File: src/rtl/audio_adc_receiver.sv
// WM8731 left-justified ADC receiver: oversampled pins -> {left,right} frames on valid/ready.
// Latency: out_valid ~SYNC_STAGES+2 clk after the right-LSB BCLK rise; a frame arriving while one is stalled is dropped (sticky overflow).
module audio_adc_receiver #(
    parameter int DATA_WIDTH  = 16,
    parameter int SYNC_STAGES = 2
) (
    input  logic                  clk,
    input  logic                  reset,
    input  logic                  cfg_done,
    input  logic                  AUD_BCLK,
    input  logic                  AUD_ADCLRC,
    input  logic                  AUD_ADCDAT,
    output logic [DATA_WIDTH-1:0] left_data,
    output logic [DATA_WIDTH-1:0] right_data,
    output logic                  out_valid,
    input  logic                  out_ready,
    output logic                  overflow
);
    localparam int CW = $clog2(DATA_WIDTH + 1);
    localparam logic [CW-1:0] CNT_ONE  = CW'(1);
    localparam logic [CW-1:0] CNT_LAST = CW'(DATA_WIDTH - 1);
    localparam logic [CW-1:0] CNT_FULL = CW'(DATA_WIDTH);

    typedef enum logic [1:0] {IDLE, SYNC, LEFT, RIGHT} state_t;

    logic [SYNC_STAGES-1:0] bclk_sync_q, lrc_sync_q, dat_sync_q;
    logic                   bclk_prev_q, bclk_rise_q, lrc_q, dat_q, lrc_prev_q;
    state_t                 state_q, state_d;
    logic [CW-1:0]          count_q, count_d;
    logic [DATA_WIDTH-2:0]  shift_q, shift_d;
    logic [DATA_WIDTH-1:0]  left_hold_q, left_hold_d;
    logic [DATA_WIDTH-1:0]  word;
    logic                   emit;
    logic [DATA_WIDTH-1:0]  left_q, right_q;
    logic                   valid_q, overflow_q;

    // Strobe and sampled LRC/DAT are registered together so all three pins stay aligned.
    always_ff @(posedge clk) begin
        if (reset) begin
            bclk_sync_q <= '0;
            lrc_sync_q  <= '0;
            dat_sync_q  <= '0;
            bclk_prev_q <= 1'b0;
            bclk_rise_q <= 1'b0;
            lrc_q       <= 1'b0;
            dat_q       <= 1'b0;
            lrc_prev_q  <= 1'b0;
        end else begin
            bclk_sync_q <= {bclk_sync_q[SYNC_STAGES-2:0], AUD_BCLK};
            lrc_sync_q  <= {lrc_sync_q[SYNC_STAGES-2:0], AUD_ADCLRC};
            dat_sync_q  <= {dat_sync_q[SYNC_STAGES-2:0], AUD_ADCDAT};
            bclk_prev_q <= bclk_sync_q[SYNC_STAGES-1];
            bclk_rise_q <= bclk_sync_q[SYNC_STAGES-1] & ~bclk_prev_q;
            lrc_q       <= lrc_sync_q[SYNC_STAGES-1];
            dat_q       <= dat_sync_q[SYNC_STAGES-1];
            if (bclk_rise_q) lrc_prev_q <= lrc_q;
        end
    end

    always_comb begin
        state_d     = state_q;
        count_d     = count_q;
        shift_d     = shift_q;
        left_hold_d = left_hold_q;
        emit        = 1'b0;
        word        = {shift_q, dat_q};
        if (!cfg_done) begin
            state_d = IDLE;
        end else if (state_q == IDLE) begin
            state_d = SYNC;
        end else if (bclk_rise_q) begin
            case (state_q)
                SYNC: begin
                    if (lrc_q && !lrc_prev_q) begin
                        shift_d = word[DATA_WIDTH-2:0];
                        count_d = CNT_ONE;
                        state_d = LEFT;
                    end
                end
                LEFT, RIGHT: begin
                    if (lrc_q == (state_q == LEFT)) begin
                        if (count_q < CNT_FULL) begin
                            shift_d = word[DATA_WIDTH-2:0];
                            count_d = count_q + CNT_ONE;
                            if (count_q == CNT_LAST) begin
                                if (state_q == LEFT) left_hold_d = word;
                                else                 emit        = 1'b1;
                            end
                        end
                    end else if (count_q == CNT_FULL) begin
                        shift_d = word[DATA_WIDTH-2:0];
                        count_d = CNT_ONE;
                        state_d = (state_q == LEFT) ? RIGHT : LEFT;
                    end else begin
                        // Channel switched before the word filled: lost alignment.
                        state_d = SYNC;
                    end
                end
                default: state_d = IDLE;
            endcase
        end
    end

    always_ff @(posedge clk) begin
        if (reset) begin
            state_q     <= IDLE;
            count_q     <= '0;
            shift_q     <= '0;
            left_hold_q <= '0;
            left_q      <= '0;
            right_q     <= '0;
            valid_q     <= 1'b0;
            overflow_q  <= 1'b0;
        end else begin
            state_q     <= state_d;
            count_q     <= count_d;
            shift_q     <= shift_d;
            left_hold_q <= left_hold_d;
            if (emit) begin
                if (!valid_q || out_ready) begin
                    left_q  <= left_hold_q;
                    right_q <= word;
                    valid_q <= 1'b1;
                end else begin
                    overflow_q <= 1'b1;
                end
            end else if (valid_q && out_ready) begin
                valid_q <= 1'b0;
            end
        end
    end

    assign left_data  = left_q;
    assign right_data = right_q;
    assign out_valid  = valid_q;
    assign overflow   = overflow_q;
endmodule

File: config.mk
export PLATFORM = sky130hd
export DESIGN_NAME = audio_adc_receiver
export DESIGN_NICKNAME = d
export VERILOG_FILES = /design/src/rtl/audio_adc_receiver.sv
export SDC_FILE = /design/constraint.sdc
export NUM_CORES = 1
export LEC_CHECK = 0
export CORE_ASPECT_RATIO = 1.1
export CORE_MARGIN = 2
export CORE_UTILIZATION = 40
export DETAILED_ROUTE_END_ITERATION = 7
export GPL_ROUTABILITY_DRIVEN = 0
export GPL_TIMING_DRIVEN = 0
export PLACE_DENSITY = 0.66
export RECOVER_POWER = 50
export SYNTH_ARGS = -nofsm -noshare
export SYNTH_HDL_FRONTEND = slang
export SYNTH_SLANG_ARGS = --single-unit
File: constraint.sdc
create_clock -name clk -period 3.4 [get_ports clk]
set_clock_uncertainty 0.1 [all_clocks]
set_input_delay 0.34 -clock clk [delete_from_list [all_inputs] [get_ports clk]]
set_output_delay 0.34 -clock clk [all_outputs]
set_load 0.005 [all_outputs]
==> impl_results.md, run 1 <==
* Crit Path Class: register to register
* Internal at 1370 µW
* Setup TNS at 0 ns
* Die height at 98.3 µm
* Vias in the first global route at 2,413
* Drt drc at 0
* Crit path cell chain: inv_1 > ha_1 > and4bb_1 > mux2i_1 > o21ai_0 > clkbuf_1 > mux2i_1
* CTS tree: yes
* Syn Inst Count at 337
* Core area at 7870 µm²
* Yosys reg bits at 83
* Worst r2r path cells at 7
* Share of layout cells above drive strength 1 at 6.63%
* Most used cell, CP: mux2i_1
* Final Hold Vio Count at 0
* First-pass GRT wire length at 11.9 mm
* N_diodes at 0
* GR Util All Layers at 16.8%
* Largest stage delay on the critical path at 0.66 ns
* Layout area overhead at 21.5%
* Lkg Pwr at 0.00142 µW
* Area of the multi-input gates at 1380 µm²
* HPWL Detailed at 5.05 mm
* Crit Path Max Fanout at 10
* TritonCTS buffer count at 9
* Total power at 1730 µW
* Slack of the critical path at 0.751 ns
* Reg2reg start: count_q[0]$_SDFFE_PP0P_
* Synthesized net count at 347
* Fillers at 771
* Clock Power Share at 41.2%
* Num rows at 34
* Fin nets at 397
* Most frequent cells in the layout: dfxtp_1 (83), a21oi_1 (37), o21ai_0 (36)
* Skew-Pair Late Insertion Delay at 0.34 ns
* Combinational Power Share at 2.4%
* R2r setup slk at 0.75 ns
* Via count at 2,525
* Reg clk slew, reported paths at 0.08 ns
* Switching share of power at 20.9%
* P_sw at 362 µW
* Seq pwr share at 56.4%
* Worst Setup SP: count_q[0]$_SDFFE_PP0P_
* Dpl ws at 1.08 ns
* Rel. slew slack at 45.9%
* WP data required at 3.57 ns
* Critical path capture point type: register
* MaxCap Viol Count at 0
* DR WL/cell at 14.2 µm
* R2r endpoint: shift_q[10]$_SDFFE_PP0P_
* Max-slew violation count at 0
* Commonest non-fill, non-tap cell in the layout: dfxtp_1
* H-tree depth at 3
* Layout Utilization at 50.0%
* Data arrival, critical path at 2.82 ns
* Seq. cell area at 1660 µm²
* Async S/R FF share, synth at 0%
* Final non-filler cell area at 3930 µm²
* Final min period at 2.65 ns
* Worst-margin pin slew at 0.803 ns
* Antenna Nets Post-Route at 0
* Post-DP Area at 3760 µm²
* CTS Sinks at 83
* Clock Path Buffers at 2
* Status: finished, final reports clean
* Crit start category: register
* CP endpoint: shift_q[10]$_SDFFE_PP0P_
* Sequential fraction of the synthesis area at 51.4%
* Gates resized, CTS repair at 0
* Unique cell type count in the Yosys netlist at 36
* # setup viols final at 0
* Power density cells at 441 nW/µm²
* Hold_buf cts at 0
* Synthesized cell area at 3230 µm²
* Maximum VDD drop at 0.222 mV
* Initial core utilization at 41.1%
* I/O Buffers at 39
* FMAX at 378 MHz
* Number of synthesized flops with an enable pin at 0
* Routed vias/inst at 5.05
* Die area at 8820 µm²
* Fin crit share at 77.9%
* RSZ-0062 raised after global routing: no
* Root Driver: clkbuf_8
* Postcts setup bufs at 0
* Yosys warns at 0
* Largest net degree at the start of global routing at 14
* Main flop type after synthesis: dfxtp_1
* Syn avg cell area at 9.60 µm²
* Slowest CP cell: o21ai_0
* DRT Wirelength at 7.12 mm
* Global route overflow at 0
* Initial drt markers at 100
* Boundary Pins at 41
* Initial antenna violation count at 0
* Worst Hold Class: register to register
* First-pass DRT Iterations at 4
* Die W at 89.7 µm
## power by group through the flow
stage               sequential [µW]  combinational, µW  clock (µW)
floorplan                      1000               28.2           0
detailed placement             1000               44.0           0
finish                          978               42.2         715
global placement               1000               43.7           0
global route                    979               46.4         775
CTS                             978               44.1         733
## routing by layer
layer / up-vias / part of all wire (%) / GRT usage, %
li1: 1280 / - / -
met1: 1184 / 48 / 21.8
met2: 44 / 47 / 27.3
met3: 17 / 2.7 / 2.78
met4: 0 / 2.6 / 8.28
met5: - / 0 / 0
## cells in the mapped netlist, types with 3 or more instances
library cell	instances	area, µm²
a21oi_1	37	185
inv_1	6	22.5
nand3_1	35	175
nor2b_1	11	68.8
mux2i_1	34	340
o21ai_0	35	175
nand2b_1	20	125
dfxtp_1	83	1660
buf_2	5	25.0
ha_1	3	37.5
clkbuf_1	19	71.3
nor2_1	21	78.8
## kinds of logic after synthesis
group | after synthesis | synth area share [%]
AOI/OAI and AO/OA | 82 | 13.9
xor gates and xnor gates | 1 | 0.503
adders and majority gates | 3 | 1.16
buffers and inverters | 35 | 5.45
DFF | 83 | 51.4
muxes | 35 | 10.9
and+or+nand+nor | 98 | 16.7
## registers in the layout (all words and copies together) (netlist names)
signal       flops
lrc_prev_q       1
right_data      16
state_q          2
dat_sync_q       2
count_q          5
bclk_sync_q      2
shift_q         15
left_data       16
overflow         1
bclk_rise_q      1
out_valid        1
left_hold_q     16
lrc_q            1
lrc_sync_q       2
bclk_prev_q      1
dat_q            1
## how the worst min path moves through the flow
stage	start	to	slack [ns]	depth (start not counted)
6_report	bclk_prev_q$_SDFF_PP0_	bclk_rise_q$_SDFF_PP0_	0.29	1
5_1_grt	bclk_prev_q$_SDFF_PP0_	bclk_rise_q$_SDFF_PP0_	0.30	1
4_1_cts	bclk_prev_q$_SDFF_PP0_	bclk_rise_q$_SDFF_PP0_	0.29	1
3_5_place_dp	bclk_prev_q$_SDFF_PP0_	bclk_rise_q$_SDFF_PP0_	0.28	1
3_3_place_gp	bclk_prev_q$_SDFF_PP0_	bclk_rise_q$_SDFF_PP0_	0.27	1
2_1_floorplan	bclk_prev_q$_SDFF_PP0_	bclk_rise_q$_SDFF_PP0_	0.27	1
## cell type report
class / count / area share (%)
well taps: 108 / 3.44
inverters: 6 / 0.573
flip-flops and latches: 83 / 42.3
plain buffers: 29 / 3.47
clock inverters: 4 / 1.24
repair buffers: 39 / 9.93
multi-input cells: 219 / 35.1
clock buffers: 12 / 3.95
## through the flow
step                cells  hold slack, ns
global route          500           0.305
finish                500           0.290
detailed placement    484           0.282
CTS                   500           0.293
floorplan             337           0.267
global placement      484           0.271
## worst max-delay path, delay by kind of cell, from the launching register on
family,cells,cell delay (ns)
AND/OR/NAND/NOR,1,0.24
adder cells (fa/ha/maj),1,0.15
AO/OA/AOI/OAI,1,0.66
flip-flops,1,0.34
buffers and inverters,2,0.70
multiplexers,2,0.38
Power figures use the tool's default switching activity.
==> run 2, diff against run 1 <==
PLACE_DENSITY = 0.68   (was 0.66)
clock period = 2.23 ns   (was 3.4 ns; I/O delays follow)
==> run 2 against run 1 <==
Critical path depth did not move. Maximum frequency rose by 27%. Routed wire length rose by 0.65%. Non-clock buffer count rose by 4. Power rose by 61%. Clock power rose by 73%. Combinational power rose by 55%. Largest power group unchanged.
==> impl_results.md, run 2 (synthesis gave the netlist of run 1 again) <==
* First-pass GRT wire length at 12.2 mm (was 11.9 mm)
* Rel. slew slack at 63.5% (was 45.9%)
* Gr busiest metal: met2 (unchanged)
* DRT Wirelength at 7.17 mm (was 7.12 mm)
* Crit start category: register (unchanged)
* Met1 usage at 21.9% (was 21.8%)
* Final min period at 2.08 ns (was 2.65 ns)
* Critical path capture point type: register (unchanged)
* Max-slew violation count at 0 (unchanged)
* N_diodes at 0 (unchanged)
* Via count at 2,534 (was 2,525)
* Routed vias/inst at 5.03 (was 5.05)
* Skew-Pair Late Insertion Delay at 0.36 ns (was 0.34 ns)
* Layout area overhead at 25.7% (was 21.5%)
* Drt drc at 0 (unchanged)
* Commonest non-fill, non-tap cell in the layout: dfxtp_1 (unchanged)
* CTS tree: yes (unchanged)
* Initial core utilization at 41.1% (unchanged)
* # setup viols final at 0 (unchanged)
* H-tree depth at 3 (unchanged)
* Boundary Pins at 41 (unchanged)
* GR Util All Layers at 17.3% (was 16.8%)
* Maximum VDD drop at 0.373 mV (was 0.222 mV)
* Core area at 7870 µm² (unchanged)
* Most frequent cells in the layout: dfxtp_1 (81), a21oi_1 (36), dlygate4sd3_1 (36) (was dfxtp_1 (83), a21oi_1 (37), o21ai_0 (36))
* Worst Hold Class: input port to register (was register to register)
* Antenna Nets Post-Route at 0 (unchanged)
* Status: finished, final reports clean (unchanged)
* Root Driver: clkbuf_8 (unchanged)
* HPWL Detailed at 5.04 mm (was 5.05 mm)
* Crit Path Max Fanout at 5 (was 10)
* I/O Buffers at 39 (unchanged)
* TritonCTS buffer count at 9 (unchanged)
* CTS Sinks at 83 (unchanged)
* RSZ-0062 raised after global routing: no (unchanged)
* Lkg Pwr at 0.00147 µW (was 0.00142 µW)
* Most used cell, CP: mux2i_1 (unchanged)
* Largest stage delay on the critical path at 0.38 ns (was 0.66 ns)
* Crit-path leading delay family: multiplexers (was buffers and inverters)
* CP Buf/Inv Count at 2 (unchanged)
* Fin crit share at 93.2% (was 77.9%)
* Met3 usage at 4.17% (was 2.78%)
* MaxCap Viol Count at 0 (unchanged)
* Dpl ws at -0.0776 ns (was 1.08 ns)
* Reg clk slew, reported paths at 0.09 ns (was 0.08 ns)
* Final non-filler cell area at 4070 µm² (was 3930 µm²)
* Final Hold Vio Count at 0 (unchanged)
* Crit path cell chain: inv_1 > ha_1 > and4bb_1 > mux2i_1 > o21a_1 > clkbuf_1 > mux2i_1 (was inv_1 > ha_1 > and4bb_1 > mux2i_1 > o21ai_0 > clkbuf_1 > mux2i_1)
* Initial antenna violation count at 0 (unchanged)
* Largest net degree at the start of global routing at 17 (was 14)
* Initial drt markers at 141 (was 100)
* Data arrival, critical path at 2.26 ns (was 2.82 ns)
* Share of layout cells above drive strength 1 at 10.4% (was 6.63%)
* Crit Path Class: register to register (unchanged)
* WP data required at 2.41 ns (was 3.57 ns)
* Worst hold slack at 0.170 ns (was 0.290 ns)
* Fin nets at 401 (was 397)
* Slack of the critical path at 0.151 ns (was 0.751 ns)
* Global route overflow at 0 (unchanged)
* Worst-margin pin slew at 0.547 ns (was 0.803 ns)
* First-pass DRT Iterations at 4 (unchanged)
* DR WL/cell at 14.2 µm (about the same)
* FMAX at 481 MHz (was 378 MHz)
* Die W at 89.7 µm (unchanged)
* GR Layer Usage met2 at 28.5% (was 27.3%)
* Clock Path Buffers at 2 (unchanged)
* Die area at 8820 µm² (unchanged)
* Die height at 98.3 µm (unchanged)
* Slowest CP cell: dfxtp_2 (was o21ai_0)
* Power density cells at 687 nW/µm² (was 441 nW/µm²)
* Vias in the first global route at 2,548 (was 2,413)
* Post-DP Area at 3760 µm² (unchanged)
* Num rows at 34 (unchanged)
==> run 2: what timing repair did <==
item,in CTS,in global routing
hold buffers,0,0
setup buffers,3,1
pin swaps,1,1
resized for setup,1,25
setup endpoints to repair,39,46
==> run 2: through the flow <==
stage          utilization (%)  total power, µW  TNS (ns)  instances
2_1_floorplan                -             1570         0        337
3_3_place_gp              47.8             1590    -0.496        484
3_5_place_dp              47.8             1590    -0.949        484
4_1_cts                   51.0             2820         0        503
5_1_grt                   51.7             2910         0        504
6_report                  51.7             2790         0        504
==> run 2: where the power goes <==
part           leakage [µW]  total, µW  internal (µW)  switching, µW
clock network      0.000118       1240            652            585
logic              0.000684       65.6           26.2           39.3
registers          0.000671       1490           1490           3.04
==> run 2: path summary, 6_finish.rpt <==
check                                             start                 endpoint  slack [ns]  cells past startpoint
worst max-delay path            count_q[0]$_SDFFE_PP0P_  count_q[1]$_SDFFE_PP0P_        0.15                      7
worst min-delay path                              reset   bclk_prev_q$_SDFF_PP0_        0.17                      2
worst max register to register  count_q[0]$_SDFFE_PP0P_  count_q[1]$_SDFFE_PP0P_        0.15                      7
worst min register to register   bclk_prev_q$_SDFF_PP0_   bclk_rise_q$_SDFF_PP0_        0.29                      1
==> run 2: layout make-up <==
| class | count | area [µm²] |
|---|---|---|
| clock buffer | 9 | 124 |
| clock inverter | 7 | 105 |
| inverter | 6 | 22.5 |
| timing repair buffer | 43 | 424 |
| tap | 108 | 135 |
| sequential | 83 | 1660 |
| buffer | 29 | 171 |
| fill | 718 | 3800 |
| multi-input combinational | 219 | 1420 |
==> run 2: metal layers <==
layer	up-vias	routed length, µm
li1	1286	-
met3	11	279
met2	53	3430
met4	0	121
met1	1184	3330
met5	-	0
==> run 2: worst reg2reg max path, cell delays in order (launching register included) <==
cell	delay [ns]
dfxtp_2	0.38
inv_1	0.08
ha_1	0.19
and4bb_1	0.22
mux2i_1	0.34
o21a_1	0.16
clkbuf_1	0.30
mux2i_1	0.24
==> run 3, diff against run 2 <==
CORE_ASPECT_RATIO = 1.75   (was 1.1)
CTS_BUF_LIST = sky130_fd_sc_hd__clkbuf_16   (was unset)
==> run 3 against run 2 <==
Power is 6.4% higher. Maximum frequency is 1.4% lower. Sequential cell count did not move. Cell count decreased by 3.8%. Clock power is 14% higher. Via count rose by 0.36%. Combinational power down 2%. Sequential power barely moved. Sequential share of layout area is 0.11 points lower. Critical path depth up 2. First-iteration DRC count down 9.2%. Worst setup slack worse by 0.029 ns.
==> impl_results.md, run 3 (synthesis gave the netlist of run 1 again) <==
* DR WL/cell at 14.6 µm (was 14.2 µm)
* FMAX at 475 MHz (was 481 MHz)
* Antenna Nets Post-Route at 0 (unchanged)
* Lkg Pwr at 0.00150 µW (was 0.00147 µW)
* Endpoint, Worst Hold: lrc_q$_SDFF_PP0_ (was bclk_prev_q$_SDFF_PP0_)
* Final min period at 2.11 ns (was 2.08 ns)
* Maximum VDD drop at 0.500 mV (was 0.373 mV)
* Layout area overhead at 26.0% (was 25.7%)
* Fin crit share at 94.5% (was 93.2%)
* WP data required at 2.39 ns (was 2.41 ns)
* Initial core utilization at 40.9% (was 41.1%)
* Crit path cell chain: ha_2 > and3_1 > ha_1 > and4b_1 > and4_1 > buf_2 > clkbuf_4 > nand3_1 > a21oi_1 (was inv_1 > ha_1 > and4bb_1 > mux2i_1 > o21a_1 > clkbuf_1 > mux2i_1)
* Share of layout cells above drive strength 1 at 8.10% (was 10.4%)
* Routed vias/inst at 5.24 (was 5.03)
* Skew-Pair Late Insertion Delay at 0.33 ns (was 0.36 ns)
* Initial drt markers at 128 (was 141)
* HP Start: reset (unchanged)
* H-tree depth at 3 (unchanged)
* Hold_buf cts at 0 (unchanged)
* Reg clk slew, reported paths at 0.06 ns (was 0.09 ns)
* N_diodes at 0 (unchanged)
* Vias in the first global route at 2,593 (was 2,548)
* Reg2reg start: count_q[1]$_SDFFE_PP0P_ (was count_q[0]$_SDFFE_PP0P_)
* Most frequent cells in the layout: dfxtp_1 (81), a21oi_1 (37), dlygate4sd3_1 (36) (was dfxtp_1 (81), a21oi_1 (36), dlygate4sd3_1 (36))
* Slack of the critical path at 0.123 ns (was 0.151 ns)
* Initial antenna violation count at 0 (unchanged)
* Worst-margin pin slew at 0.670 ns (was 0.547 ns)
* R2r endpoint: right_data[11]$_SDFFE_PP0P_ (was count_q[1]$_SDFFE_PP0P_)
* Crit Path Class: register to register (unchanged)
* Worst Hold Depth at 2 (unchanged)
* Data arrival, critical path at 2.27 ns (was 2.26 ns)
* Core area at 7910 µm² (was 7870 µm²)
* Critical path capture point type: register (unchanged)
* I/O Buffers at 39 (unchanged)
* Drt drc at 0 (unchanged)
* Slowest CP cell: dfxtp_2 (unchanged)
* Final Hold Vio Count at 0 (unchanged)
* CTS Sinks at 83 (unchanged)
* Clock Path Buffers at 2 (unchanged)
* Root Driver: clkbuf_16 (was clkbuf_8)
* First-pass DRT Iterations at 4 (unchanged)
* Rel. slew slack at 55.2% (was 63.5%)
* TritonCTS buffer count at 9 (unchanged)
* R2r setup slk at 0.12 ns (was 0.15 ns)
* CTS tree: yes (unchanged)
* Largest net degree at the start of global routing at 14 (was 17)
* DRT Wirelength at 7.07 mm (was 7.17 mm)
* Power density cells at 729 nW/µm² (was 687 nW/µm²)
* Die area at 8850 µm² (was 8820 µm²)
* Die W at 72.0 µm (was 89.7 µm)
* Global route overflow at 0 (unchanged)
* Die height at 123 µm (was 98.3 µm)
* Max-slew violation count at 0 (unchanged)
* Crit Path Max Fanout at 10 (was 5)
* Crit start category: register (unchanged)
* Dpl ws at -0.0648 ns (was -0.0776 ns)
* Commonest non-fill, non-tap cell in the layout: dfxtp_1 (unchanged)
* Setup TNS at 0 ns (unchanged)
* Status: finished, final reports clean (unchanged)
* # setup viols final at 0 (unchanged)
* Crit-path leading delay family: simple AND/OR/NAND/NOR gates (was multiplexers)
* Largest stage delay on the critical path at 0.35 ns (was 0.38 ns)
* Boundary Pins at 41 (unchanged)
* First-pass GRT wire length at 11.8 mm (was 12.2 mm)
* Via count at 2,543 (was 2,534)
* Worst r2r path cells at 9 (was 7)
* Num rows at 43 (was 34)
* GR Util All Layers at 17.5% (was 17.3%)
* CP Buf/Inv Count at 2 (unchanged)
* MaxCap Viol Count at 0 (unchanged)
* HPWL Detailed at 5.16 mm (was 5.04 mm)
* Worst Hold Class: input port to register (unchanged)
* Fin nets at 400 (was 401)
run 3: cell count changes in the layout (fill, tap and decap cells not counted), sizes merged:
cell    before  now
bufinv       2    1
clkbuf      31   30
inv         10    9
clkinv       1    3
run 3: worst max path at each step:
stage,startpoint,to,cells after the start
5_1_grt,count_q[1]$_SDFFE_PP0P_,left_hold_q[12]$_SDFFE_PP0P_,9
3_5_place_dp,count_q[1]$_SDFFE_PP0P_,left_data[12]$_SDFFE_PP0P_,8
4_1_cts,count_q[1]$_SDFFE_PP0P_,right_data[11]$_SDFFE_PP0P_,9
3_3_place_gp,count_q[1]$_SDFFE_PP0P_,left_data[9]$_SDFFE_PP0P_,8
2_1_floorplan,count_q[0]$_SDFFE_PP0P_,left_hold_q[6]$_SDFFE_PP0P_,9
6_report,count_q[1]$_SDFFE_PP0P_,right_data[11]$_SDFFE_PP0P_,9
run 3: layout make-up:
cell class | count | area [µm²]
fill | 752 | 3830
sequential | 83 | 1660
multi-input combinational | 219 | 1410
timing repair buffer | 42 | 417
clock buffer | 9 | 225
buffer | 29 | 168
tap | 90 | 113
clock inverter | 7 | 62.6
inverter | 6 | 22.5
run 3: worst register-to-register path: cells and delay by family, from the launching register on:
family                     cells  cell delay [ns]
and+or+nand+nor                4             0.72
buffers and inverters          2             0.41
AOI/OAI and AO/OA              1             0.15
adders and majority gates      2             0.33
DFF                            1             0.35
run 3: repair_timing:
item                                    CTS  global route
pin swaps                                 1             1
endpoints found under the setup margin   33            46
setup buffers                             3             0
resized for setup                         0            15
run 3: power by group:
part,internal (µW),total (µW),switching [µW]
clock,854,1410,559
sequential,1490,1490,3.17
combinational,26.2,64.5,38.3
total,2370,2970,601
run 3: routing by layer:
metal / vias up / part of all wire (%) / global-route usage, %
met5: - / 0 / 0
met4: 0 / 2.9 / 8.61
met3: 17 / 3.0 / 4.89
met2: 47 / 53 / 31.4
met1: 1198 / 41 / 18.4
li1: 1281 / - / -
run 3: per-stage QoR:
step | std cells | cell area (µm²) | util [%] | power, µW | hold WS, ns
final | 485 | 4080 | 51.5 | 2970 | 0.184
after global routing | 485 | 4080 | 51.5 | 3070 | 0.215
after CTS | 485 | 4050 | 51.2 | 3000 | 0.188
after detailed placement | 466 | 3740 | 47.3 | 1590 | 0.293
after global placement | 466 | 3740 | 47.3 | 1590 | 0.272
after floorplan | 337 | 3230 | - | 1570 | 0.251
